## config.mk

```make
export PLATFORM = sky130hd
export DESIGN_NAME = pipe_stage_reg
export DESIGN_NICKNAME = d
export VERILOG_FILES = /design/src/rtl/pipe_pkg.sv /design/src/rtl/pipe_stage_reg_sat_counter.sv /design/src/rtl/pipe_stage_reg.sv
export SDC_FILE = /design/constraint.sdc
export NUM_CORES = 1
export LEC_CHECK = 0
export CORE_MARGIN = 3
export CORE_UTILIZATION = 55
export CTS_CLUSTER_DIAMETER = 50
export DETAILED_ROUTE_END_ITERATION = 10
export PLACE_DENSITY = 0.9
export SLEW_MARGIN = 30
export SYNTH_ARGS = -nofsm -noshare
export SYNTH_HDL_FRONTEND = slang
export SYNTH_SLANG_ARGS = --single-unit
```

## constraint.sdc

```tcl
create_clock -name clk -period 23.6 [get_ports clk]
set_input_delay 4.72 -clock clk [delete_from_list [all_inputs] [get_ports clk]]
set_output_delay 4.72 -clock clk [all_outputs]
set_load 0.03 [all_outputs]
```

## src/rtl/pipe_pkg.sv

```systemverilog
// Shared types for the generic pipeline stage register.
package pipe_pkg;

    typedef enum logic [1:0] {
        ST_EMPTY = 2'd0,
        ST_FULL  = 2'd1,
        ST_SKID  = 2'd2
    } state_e;

endpackage

```

## src/rtl/pipe_stage_reg_sat_counter.sv

```systemverilog
// Saturating event counter with asynchronous active-high reset.
module sat_counter #(
    parameter int unsigned W = 16
) (
    input  logic         clk,
    input  logic         rst,
    input  logic         inc,
    output logic [W-1:0] count
);

    logic [W-1:0] count_q, count_d;

    always_comb begin
        count_d = count_q;
        if (inc && (count_q != '1)) begin
            count_d = count_q + W'(1);
        end
    end

    always_ff @(posedge clk or posedge rst) begin
        if (rst) begin
            count_q <= '0;
        end else begin
            count_q <= count_d;
        end
    end

    assign count = count_q;

endmodule

```

## src/rtl/pipe_stage_reg.sv

```systemverilog
// Generic pipeline stage register: valid/ready handshake, optional 2-entry
// skid buffer, synchronous flush, and stall/flush performance counters.
module pipe_stage_reg
    import pipe_pkg::*;
#(
    parameter int unsigned DATA_W  = 128,
    parameter int unsigned CTRL_W  = 8,
    parameter int unsigned SKID_EN = 1,
    parameter int unsigned CNT_W   = 16
) (
    input  logic              clk,
    input  logic              rst,
    input  logic              flush,
    input  logic              in_valid,
    output logic              in_ready,
    input  logic [CTRL_W-1:0] in_ctrl,
    input  logic [DATA_W-1:0] in_data,
    output logic              out_valid,
    input  logic              out_ready,
    output logic [CTRL_W-1:0] out_ctrl,
    output logic [DATA_W-1:0] out_data,
    output logic [CNT_W-1:0]  stall_cnt,
    output logic [CNT_W-1:0]  flush_cnt
);

    localparam bit HAS_SKID = (SKID_EN != 0);

    state_e            state_q, state_d;
    logic [CTRL_W-1:0] main_ctrl_q, main_ctrl_d;
    logic [DATA_W-1:0] main_data_q, main_data_d;
    logic [CTRL_W-1:0] skid_ctrl;
    logic [DATA_W-1:0] skid_data;
    logic              load_skid;
    logic              ready_raw;
    logic              in_fire;
    logic              out_fire;

    assign out_valid = (state_q != ST_EMPTY);
    assign in_ready  = ready_raw & ~flush;
    assign in_fire   = in_valid & in_ready;
    assign out_fire  = out_valid & out_ready;

    always_comb begin
        state_d     = state_q;
        main_ctrl_d = main_ctrl_q;
        main_data_d = main_data_q;
        load_skid   = 1'b0;
        if (flush) begin
            state_d = ST_EMPTY;
        end else begin
            case (state_q)
                ST_EMPTY: begin
                    if (in_fire) begin
                        state_d     = ST_FULL;
                        main_ctrl_d = in_ctrl;
                        main_data_d = in_data;
                    end
                end
                ST_FULL: begin
                    if (in_fire && out_fire) begin
                        main_ctrl_d = in_ctrl;
                        main_data_d = in_data;
                    end else if (in_fire && HAS_SKID) begin
                        state_d   = ST_SKID;
                        load_skid = 1'b1;
                    end else if (out_fire) begin
                        state_d = ST_EMPTY;
                    end
                end
                ST_SKID: begin
                    if (out_fire) begin
                        state_d     = ST_FULL;
                        main_ctrl_d = skid_ctrl;
                        main_data_d = skid_data;
                    end
                end
                default: state_d = ST_EMPTY;
            endcase
        end
    end

    always_ff @(posedge clk or posedge rst) begin
        if (rst) begin
            state_q     <= ST_EMPTY;
            main_ctrl_q <= '0;
            main_data_q <= '0;
        end else begin
            state_q     <= state_d;
            main_ctrl_q <= main_ctrl_d;
            main_data_q <= main_data_d;
        end
    end

    generate
        if (HAS_SKID) begin : g_skid
            logic [CTRL_W-1:0] skid_ctrl_q;
            logic [DATA_W-1:0] skid_data_q;
            logic              ready_q;

            // ready_q mirrors (state != SKID) one edge early so in_ready has no path from out_ready
            always_ff @(posedge clk or posedge rst) begin
                if (rst) begin
                    skid_ctrl_q <= '0;
                    skid_data_q <= '0;
                    ready_q     <= 1'b1;
                end else begin
                    if (load_skid) begin
                        skid_ctrl_q <= in_ctrl;
                        skid_data_q <= in_data;
                    end
                    ready_q <= (state_d != ST_SKID);
                end
            end

            assign skid_ctrl = skid_ctrl_q;
            assign skid_data = skid_data_q;
            assign ready_raw = ready_q;
        end else begin : g_noskid
            assign skid_ctrl = '0;
            assign skid_data = '0;
            assign ready_raw = ~out_valid | out_ready;
        end
    endgenerate

    assign out_ctrl = main_ctrl_q & {CTRL_W{out_valid}};
    assign out_data = main_data_q;

    sat_counter #(
        .W (CNT_W)
    ) u_stall_cnt (
        .clk   (clk),
        .rst   (rst),
        .inc   (out_valid & ~out_ready),
        .count (stall_cnt)
    );

    sat_counter #(
        .W (CNT_W)
    ) u_flush_cnt (
        .clk   (clk),
        .rst   (rst),
        .inc   (flush & (state_q != ST_EMPTY)),
        .count (flush_cnt)
    );

endmodule

```

==> results of run 1 <==
per-layer routing:
metal  vias up  GRT usage, %  part of all wire (%)
met2       234          40.1                    51
li1       3863             -                     -
met3        61          5.45                   5.9
met4         0          7.34                   2.9
met1      4278          28.7                    40
met5         -             0                     0
how the worst max path moves through the flow:
stage,start,slack (ns),to
2_1_floorplan,rst,10.39,g_skid.skid_ctrl_q[0]
3_3_place_gp,flush,12.75,in_ready
3_5_place_dp,flush,12.77,in_ready
4_1_cts,flush,12.75,in_ready
5_1_grt,flush,12.66,in_ready
6_report,flush,12.74,in_ready
registers in the layout, summed over array words and instances (netlist names):
name	cells
g_skid.ready_q	1
g_skid.skid_ctrl_q	8
g_skid.skid_data_q	128
main_ctrl_q	8
out_data	128
state_q	2
u_flush_cnt.count	16
u_stall_cnt.count	16
cells by family after synthesis:
kind of cell	count (synthesis)
buf+inv	52
compound gates	17
mux	412
fa+ha+maj	2
xor+xnor	27
simple gates	84
flops	307
layout make-up:
cell class                 instances  share of cell area, %
sequential                       307                   42.3
multi-input combinational        542                   31.4
timing repair buffer             320                   17.6
clock buffer                      55                   5.91
tap                              324                   2.23
clock inverter                     5                  0.296
inverter                           4                  0.124
antenna                            2                 0.0276
per-stage QoR:
stage | total power, mW | util (%)
after floorplan | 1.01 | -
after global placement | 1.19 | 69.7
after detailed placement | 1.21 | 69.7
after CTS | 1.74 | 74.3
after global routing | 1.81 | 74.4
final | 1.73 | 74.4
synthesized netlist by cell type (5+ instances only):
library cell  number  area [sq um]
mux2_2           371          4180
nor2_1             9          33.8
dfrtp_1          306          7660
nor2b_1            9          56.3
buf_4              6          45.0
nand4_1            7          43.8
nand2_1           13          48.8
buf_6              6          67.6
nand3_1           12          60.1
a21oi_1            5          25.0
nor3_1             5          25.0
buf_2             34           170
mux2_4            40           601
xor2_1            16           140
xnor2_1           11          96.3
worst max-delay path: stages:
cell and delay (ns):
clkdlybuf4s50_1 0.55, nor2b_1 0.19, clkdlybuf4s50_1 0.69
where the power goes:
group / internal (mW) / leakage [nW] / switching [mW]
clock network: 0.322 / 0.556 / 0.204
logic: 0.243 / 3.42 / 0.224
registers: 0.658 / 3.73 / 0.0758
==> impl_metrics.csv, run 1 <==
group,metric,value,unit
synthesis,synth.distinct_cells,49,
clocking,clock-sinks,307,
sta,slew_violations,0,
layout,mostFrequentLayoutCell,"mux2_2",
clocking,clk_latency,0.50,ns
clocking,cts_tree,"built",
synthesis,netlist_area,0.0137,sq mm
place,gp_congestion,0.821,
clocking,clk_pin_slew,0.05,ns
sta,rsz0062_at_grt,"no",
sta,hold_ws,0.491,ns
die,row_count,57,
synthesis,async_reset_ff_share,100,%
setup_path,path_class,"in -> out",
global_routing,antenna_found_initial,2,
place,numPortBuffers,310,
global_routing,grt_max_degree,128,
clocking,cts_setup_buffers,0,
clocking,cts_resized,0,
sta,setup-tns-final,0,ns
min_path,hold_path_depth,1,
setup_path,r2r_cells,7,
routing,antenna_left,0,
job,cap_violations,0,
routing,viasPerCell,5.41,
synthesis,synthXorXnorAreaFrac,1.73,%
setup_path,regToRegEndpoint,"main_ctrl_q[2]",
synthesis,syn-mean-instance-area,15.2,sq um
sta,max_freq,0.0921,GHz
power_and_ir_drop,peakVddDrop,0.0000780,V
routing,drt-pass1-iter-count,4,
synthesis,ys_seq_area_share,56.2,%
die,die-area,0.0268,sq mm
sta,hold_viol,0,
setup_path,cp_max_fo,5,
min_path,hold_path.class,"reg -> reg",
layout,multi_input_area,0.00571,sq mm
routing,route.detailed.drc,0,
min_path,min_from,"u_stall_cnt.count[15]",
global_routing,grt_pass1_vias,9226,
layout,seqCellArea,0.00768,sq mm
routing,num_vias,8436,
min_path,hold-path-endpoint,"u_stall_cnt.count[15]",
synthesis,synth-compound-area-share,0.988,%
sta,max-slew-margin-rel,36.2,%
place,post_dp_cell_area,0.0170,sq mm
layout,most-common-layout-cells,"371 x mux2_2, 310 x clkdlybuf4s50_1, 306 x dfrtp_1",
die,io-pin-count,311,
routing,drtIter0Drc,536,
synthesis,synth-edff-count,0,
sta,final.period_utilization,46.0,%
power_and_ir_drop,p_leak,7.71,nW
sta,postLayoutSetupSlackWorst,12.74,ns
outcome,status,"finished, final reports clean",
place,dp.cells,1496,
die,initial_core_util,56.1,%
setup_path,cp.arrival,6.14,ns
synthesis,yosys_warnings,0,
global_routing,grt_remaining_overflow,0,
sta,worst_pin_slew,0.957,ns
clocking,cts-htree-levels,2,
layout,fin_nets,1353,
setup_path,regToRegSetupSlack,20.34,ns
layout,nFillCells,1532,
synthesis,synth_cells,901,
setup_path,required,18.88,ns
place,dpl.hpwl,20700,um
synthesis,synthAdderAreaFrac,0.183,%
layout,layout-drive-gt1-share,39.3,%
synthesis,synth_mux_area_share,35.0,%
layout,area_delta_synth_final,32.7,%
synthesis,synth_flop_cell,"dfrtp_1",
die,core_area,0.0244,sq mm
layout,fin_cells,1559,
setup_path,critPathLaunchType,"input pin",
power_and_ir_drop,power-per-cell-area,95.2,mW/mm^2
clocking,clockBufferDepth,3,
sta,final-setup-viol-count,0,
clocking,root_buffer,"clkbuf_16",
global_routing,globalRouteTotalUtil,23.1,%
setup_path,end_kind,"output port",
die,die_w,164,um
setup_path,r2r-start,"state_q[0]",
synthesis,yosys_register_bits,307,
routing,wl_per_cell,20.0,um
die,die_h,164,um
synthesis,synth.net_count,1044,
sta,finClkSkew,0.0123,ns
synthesis,synth_top_family_by_area,"multiplexers",
synthesis,synthSimpleGateAreaFrac,3.69,%
clocking,hold_buffers,0,
clocking,cts_made_buffers,35,
place,place_ws,12.77,ns
layout,design_area,0.0182,sq mm
routing,drt-total-wl,31200,um
sta,fin_crit,10.86,ns
global_routing,grt_pass1_wl,49800,um
Note: power is estimated with default switching activity, not from simulation.
==> run 2, diff against run 1 <==
Settings changed: CORE_UTILIZATION 55 to 46, PLACE_DENSITY 0.9 to 0.81.
Clock period 23.6 ns to 9.5 ns, I/O delays scaled along.
==> run 2 against run 1 <==
Net effect:
- flip-flop and latch count unchanged
- core utilization down 11 points
- die area is 19% higher
- worst hold slack gained 0.0042 ns
- cell count rose by 4.6%
- non-clock buffer count unchanged
- total power grew to 2.6 times the previous value
- combinational power rose by 150%
- critical path type unchanged
==> impl_metrics.csv, run 2 (same netlist as run 1, synthesis figures left out) <==
group,metric,value,unit
die,die-area,0.0318,sq mm
die,die_w,178,um
global_routing,grt_remaining_overflow,0,
setup_path,path_class,"in -> out",
routing,wl_per_cell,19.0,um
routing,drt-total-wl,30900,um
place,numPortBuffers,310,
clocking,cts-htree-levels,2,
clocking,cts_tree,"built",
sta,slew_violations,0,
layout,mostFrequentLayoutCell,"mux2_2",
layout,fin_nets,1355,
sta,final.period_utilization,54.4,%
setup_path,crit_chain,"clkdlybuf4s50_1 -> nor2b_1 -> clkdlybuf4s50_1",
clocking,clk_pin_slew,0.05,ns
job,cap_violations,0,
layout,area_delta_synth_final,34.9,%
sta,max-slew-margin-rel,35.9,%
sta,hold_viol,0,
place,post_dp_cell_area,0.0171,sq mm
routing,drt-pass1-iter-count,4,
routing,route.detailed.drc,0,
clocking,clock-sinks,307,
routing,antenna_left,0,
die,row_count,62,
global_routing,antenna_found_initial,5,
setup_path,cp_slowest_cell,"clkdlybuf4s50_1",
setup_path,cp.arrival,3.27,ns
sta,rsz0062_at_grt,"no",
min_path,hold_path.class,"reg -> reg",
clocking,clockBufferDepth,3,
sta,worst_pin_slew,0.961,ns
layout,utilization,63.6,%
setup_path,cp_max_fo,5,
sta,max_freq,0.193,GHz
clocking,root_buffer,"clkbuf_16",
setup_path,required,7.60,ns
die,io-pin-count,311,
power_and_ir_drop,peakVddDrop,0.000157,V
sta,final-setup-viol-count,0,
outcome,status,"finished, final reports clean",
global_routing,grt_pass1_vias,8924,
routing,num_vias,8488,
layout,most-common-layout-cells,"371 x mux2_2, 310 x clkdlybuf4s50_1, 306 x dfrtp_1",
power_and_ir_drop,power-per-cell-area,242,mW/mm^2
clocking,cts_setup_buffers,0,
setup_path,timing.critical_path.mode_cell,"clkdlybuf4s50_1",
die,core_area,0.0290,sq mm
global_routing,globalRouteTotalUtil,18.9,%
die,die_h,178,um
routing,drtIter0Drc,337,
place,gp_congestion,0.807,
sta,setup-tns-final,0,ns
clocking,clk_latency,0.51,ns
global_routing,grt_pass1_wl,48200,um
sta,finClkSkew,0.00964,ns
setup_path,end_kind,"output port",
setup_path,crit_buf_inv,2,
clocking,hold_buffers,0,
layout,layout-drive-gt1-share,40.1,%
layout,design_area,0.0185,sq mm
place,dpl.hpwl,20300,um
setup_path,critPathLaunchType,"input pin",
setup_path,crit_path_max_incr_delay,0.68,ns
global_routing,grt_max_degree,160,
sta,hold_ws,0.495,ns
clocking,cts_made_buffers,37,
power_and_ir_drop,p_leak,7.81,nW
routing,viasPerCell,5.20,
sta,fin_crit,5.17,ns
clocking,cts_resized,0,
die,initial_core_util,47.2,%
setup_path,cpLargestDelayFamily,"buffers and inverters",
run 2: changes by cell type in the layout (fill, tap and decap cells not counted), sizes merged:
cell	previous run	this run
diode	2	6
clkbuf	55	53
inv	5	7
bufinv	1	4
clkinvlp	0	3
clkinv	3	5
run 2: worst paths after layout:
kind / from / end / slack [ns] / cells past startpoint
max: flush / in_ready / 4.33 / 3
min in group asynchronous: rst / out_data[31] / 1.95 / 3
min reg2reg: main_ctrl_q[5] / main_ctrl_q[5] / 0.50 / 1
max reg2reg: state_q[0] / out_data[54] / 6.62 / 6
max in group asynchronous: rst / g_skid.skid_data_q[114] / 6.29 / 4
min: main_ctrl_q[5] / main_ctrl_q[5] / 0.50 / 1
run 2: power breakdown:
| group | switching [mW] | internal [mW] | total [mW] |
|---|---|---|---|
| clock | 0.552 | 0.935 | 1.49 |
| combinational | 0.552 | 0.603 | 1.16 |
| sequential | 0.185 | 1.64 | 1.82 |
run 2: cell type report:
type	count	area, sq um
antenna	6	15.0
clock buffer	53	1120
clock inverter	15	203
fill	2156	10600
inverter	4	18.8
multi-input combinational	542	5710
sequential	307	7680
tap	384	480
timing repair buffer	320	3230
run 2: metrics by stage:
stage / power [mW] / cells / setup slack [ns]
floorplan: 2.51 / 901 / 3.52
detailed placement: 3.00 / 1556 / 4.35
global route: 4.67 / 1629 / 4.27
global placement: 2.96 / 1556 / 4.34
CTS: 4.52 / 1624 / 4.33
finish: 4.46 / 1631 / 4.33
run 2: metal layers:
layer | routed length (um) | global-route usage, % | vias up
li1 | - | - | 3875
met1 | 12800 | 24.9 | 4311
met2 | 15100 | 29.9 | 240
met3 | 2080 | 4.90 | 60
met4 | 977 | 7.69 | 2
met5 | 11 | 0 | -
==> run 3, diff against run 2 <==
Settings changed: CORE_UTILIZATION 46 to 51, PLACE_DENSITY 0.81 to 0.85.
Clock period 9.5 ns to 5.4 ns, I/O delays scaled along.
==> run 3 against run 2 <==
Net effect:
- largest cell class unchanged
- routed wire length is 1.7% lower
- via count shrank 0.49%
- core utilization increased by 6.3 points
- global-route usage rose by 1.7 points
- critical path depth unchanged
- setup slack lost 2.5 ns
- sequential power grew 76%
- first-iteration DRC count increased by 8.0%
- highest routed layer unchanged
==> impl_metrics.csv, run 3 (same netlist as run 1, synthesis figures left out) <==
group,metric,value,unit
setup_path,r2r-start,"state_q[0]",
power_and_ir_drop,peakVddDrop,0.000306,V
sta,rsz0062_at_grt,"no",
sta,slew_violations,0,
place,place_ws,1.76,ns
setup_path,regToRegEndpoint,"out_data[45]",
routing,num_vias,8446,
layout,fin_nets,1356,
place,dp.cells,1508,
routing,antenna_left,0,
setup_path,cpLargestDelayFamily,"buffers and inverters",
setup_path,timing.critical_path.mode_cell,"clkdlybuf4s50_1",
routing,route.detailed.drc,0,
clocking,cts_setup_buffers,0,
power_and_ir_drop,p_leak,7.78,nW
setup_path,cp.arrival,2.52,ns
place,gp_congestion,0.826,
sta,hold_viol,0,
global_routing,grt_pass1_vias,9032,
place,numPortBuffers,310,
sta,setup-tns-final,0,ns
setup_path,end_kind,"output port",
setup_path,crit_buf_inv,2,
routing,drt-pass1-iter-count,4,
setup_path,crit_path_max_incr_delay,0.69,ns
routing,wl_met2,14900,um
global_routing,grt_remaining_overflow,0,
setup_path,path_class,"in -> out",
layout,utilization,69.9,%
routing,drt-total-wl,30400,um
setup_path,r2r_cells,5,
setup_path,required,4.32,ns
clocking,hold_buffers,0,
sta,max_freq,0.278,GHz
clocking,root_buffer,"clkbuf_16",
clocking,clk_latency,0.51,ns
die,die_h,170,um
layout,layout-drive-gt1-share,40.0,%
setup_path,regToRegSetupSlack,2.69,ns
routing,drtIter0Drc,364,
routing,wl_met3,1970,um
sta,finClkSkew,0.0112,ns
sta,fin_crit,3.60,ns
die,core_area,0.0262,sq mm
clocking,cts_tree,"built",
min_path,hold_path_depth,1,
die,io-pin-count,311,
place,post_dp_cell_area,0.0170,sq mm
clocking,cts_resized,0,
min_path,hold-path-endpoint,"main_ctrl_q[1]",
layout,area_delta_synth_final,34.0,%
sta,postLayoutSetupSlackWorst,1.80,ns
routing,wl_per_cell,19.3,um
outcome,status,"finished, final reports clean",
clocking,cts_made_buffers,37,
setup_path,crit_chain,"clkdlybuf4s50_1 -> nor2b_1 -> clkdlybuf4s50_1",
job,cap_violations,0,
min_path,hold_path.class,"reg -> reg",
sta,hold_ws,0.499,ns
clocking,cts-htree-levels,2,
clocking,clock-sinks,307,
die,die-area,0.0288,sq mm
sta,worst_pin_slew,0.971,ns
clocking,clk_pin_slew,0.05,ns
power_and_ir_drop,total_power,7.76,mW
sta,max-slew-margin-rel,35.2,%
sta,final.period_utilization,66.7,%
global_routing,grt_pass1_wl,48300,um
layout,mostFrequentLayoutCell,"mux2_2",
place,dpl.hpwl,19900,um
layout,design_area,0.0183,sq mm
layout,most-common-layout-cells,"371 x mux2_2, 310 x clkdlybuf4s50_1, 306 x dfrtp_1",
die,row_count,59,
routing,wl_met1,12700,um
min_path,min_from,"main_ctrl_q[1]",
power_and_ir_drop,power-per-cell-area,424,mW/mm^2
global_routing,antenna_found_initial,2,
routing,dr.max_layer_used,"met5",
setup_path,cp_max_fo,5,
layout,fin_cells,1574,
setup_path,cp_slowest_cell,"clkdlybuf4s50_1",
clocking,clockBufferDepth,3,
routing,viasPerCell,5.37,
layout,nFillCells,1739,
global_routing,grt_max_degree,130,
die,initial_core_util,52.2,%
global_routing,globalRouteTotalUtil,20.6,%
sta,final-setup-viol-count,0,
die,die_w,170,um
setup_path,critPathLaunchType,"input pin",
-- run 3: changes by cell type in the layout (fill, tap and decap cells not counted), sizes merged --
cell	delta
clkbuf	-7
buf	+1
diode	-5
bufinv	+1
clkinv	+3
inv	-3
clkinvlp	+2
-- run 3: how the worst max path moves through the flow --
stage	startpoint	to	slack, ns	cells after the start
6_report	flush	in_ready	1.80	3
5_1_grt	state_q[0]	out_valid	1.69	3
4_1_cts	state_q[0]	out_valid	1.80	3
3_5_place_dp	flush	g_skid.skid_ctrl_q[1]	1.76	5
3_3_place_gp	flush	g_skid.skid_data_q[17]	1.77	5
2_1_floorplan	rst	g_skid.skid_ctrl_q[0]	0.24	1
-- run 3: worst reg2reg max path, cell delays in order, from the launching register on --
cell,delay [ns]
dfrtp_1,0.50
nor2b_4,0.51
a22oi_2,0.19
nor2_4,0.15
buf_4,0.76
mux2_2,0.48
-- run 3: layer usage --
layer	vias to the layer above	GRT usage (%)
met1	4270	26.7
li1	3867	-
met2	250	34.0
met5	-	0
met4	2	6.40
met3	57	5.47
-- run 3: power by group --
group	total (mW)	switching (mW)	internal, mW
registers	3.21	0.328	2.88
clock network	2.53	0.944	1.58
logic	2.03	0.967	1.06
total	7.76	2.24	5.53
-- run 3: area by class of cell --
cell class / instances / area (sq um) / share of cell area, %
antenna: 1 / 2.50 / 0.0137
clock buffer: 46 / 1020 / 5.58
clock inverter: 18 / 233 / 1.27
inverter: 4 / 18.8 / 0.102
multi-input combinational: 542 / 5710 / 31.1
sequential: 307 / 7680 / 41.9
tap: 335 / 419 / 2.29
timing repair buffer: 321 / 3240 / 17.7
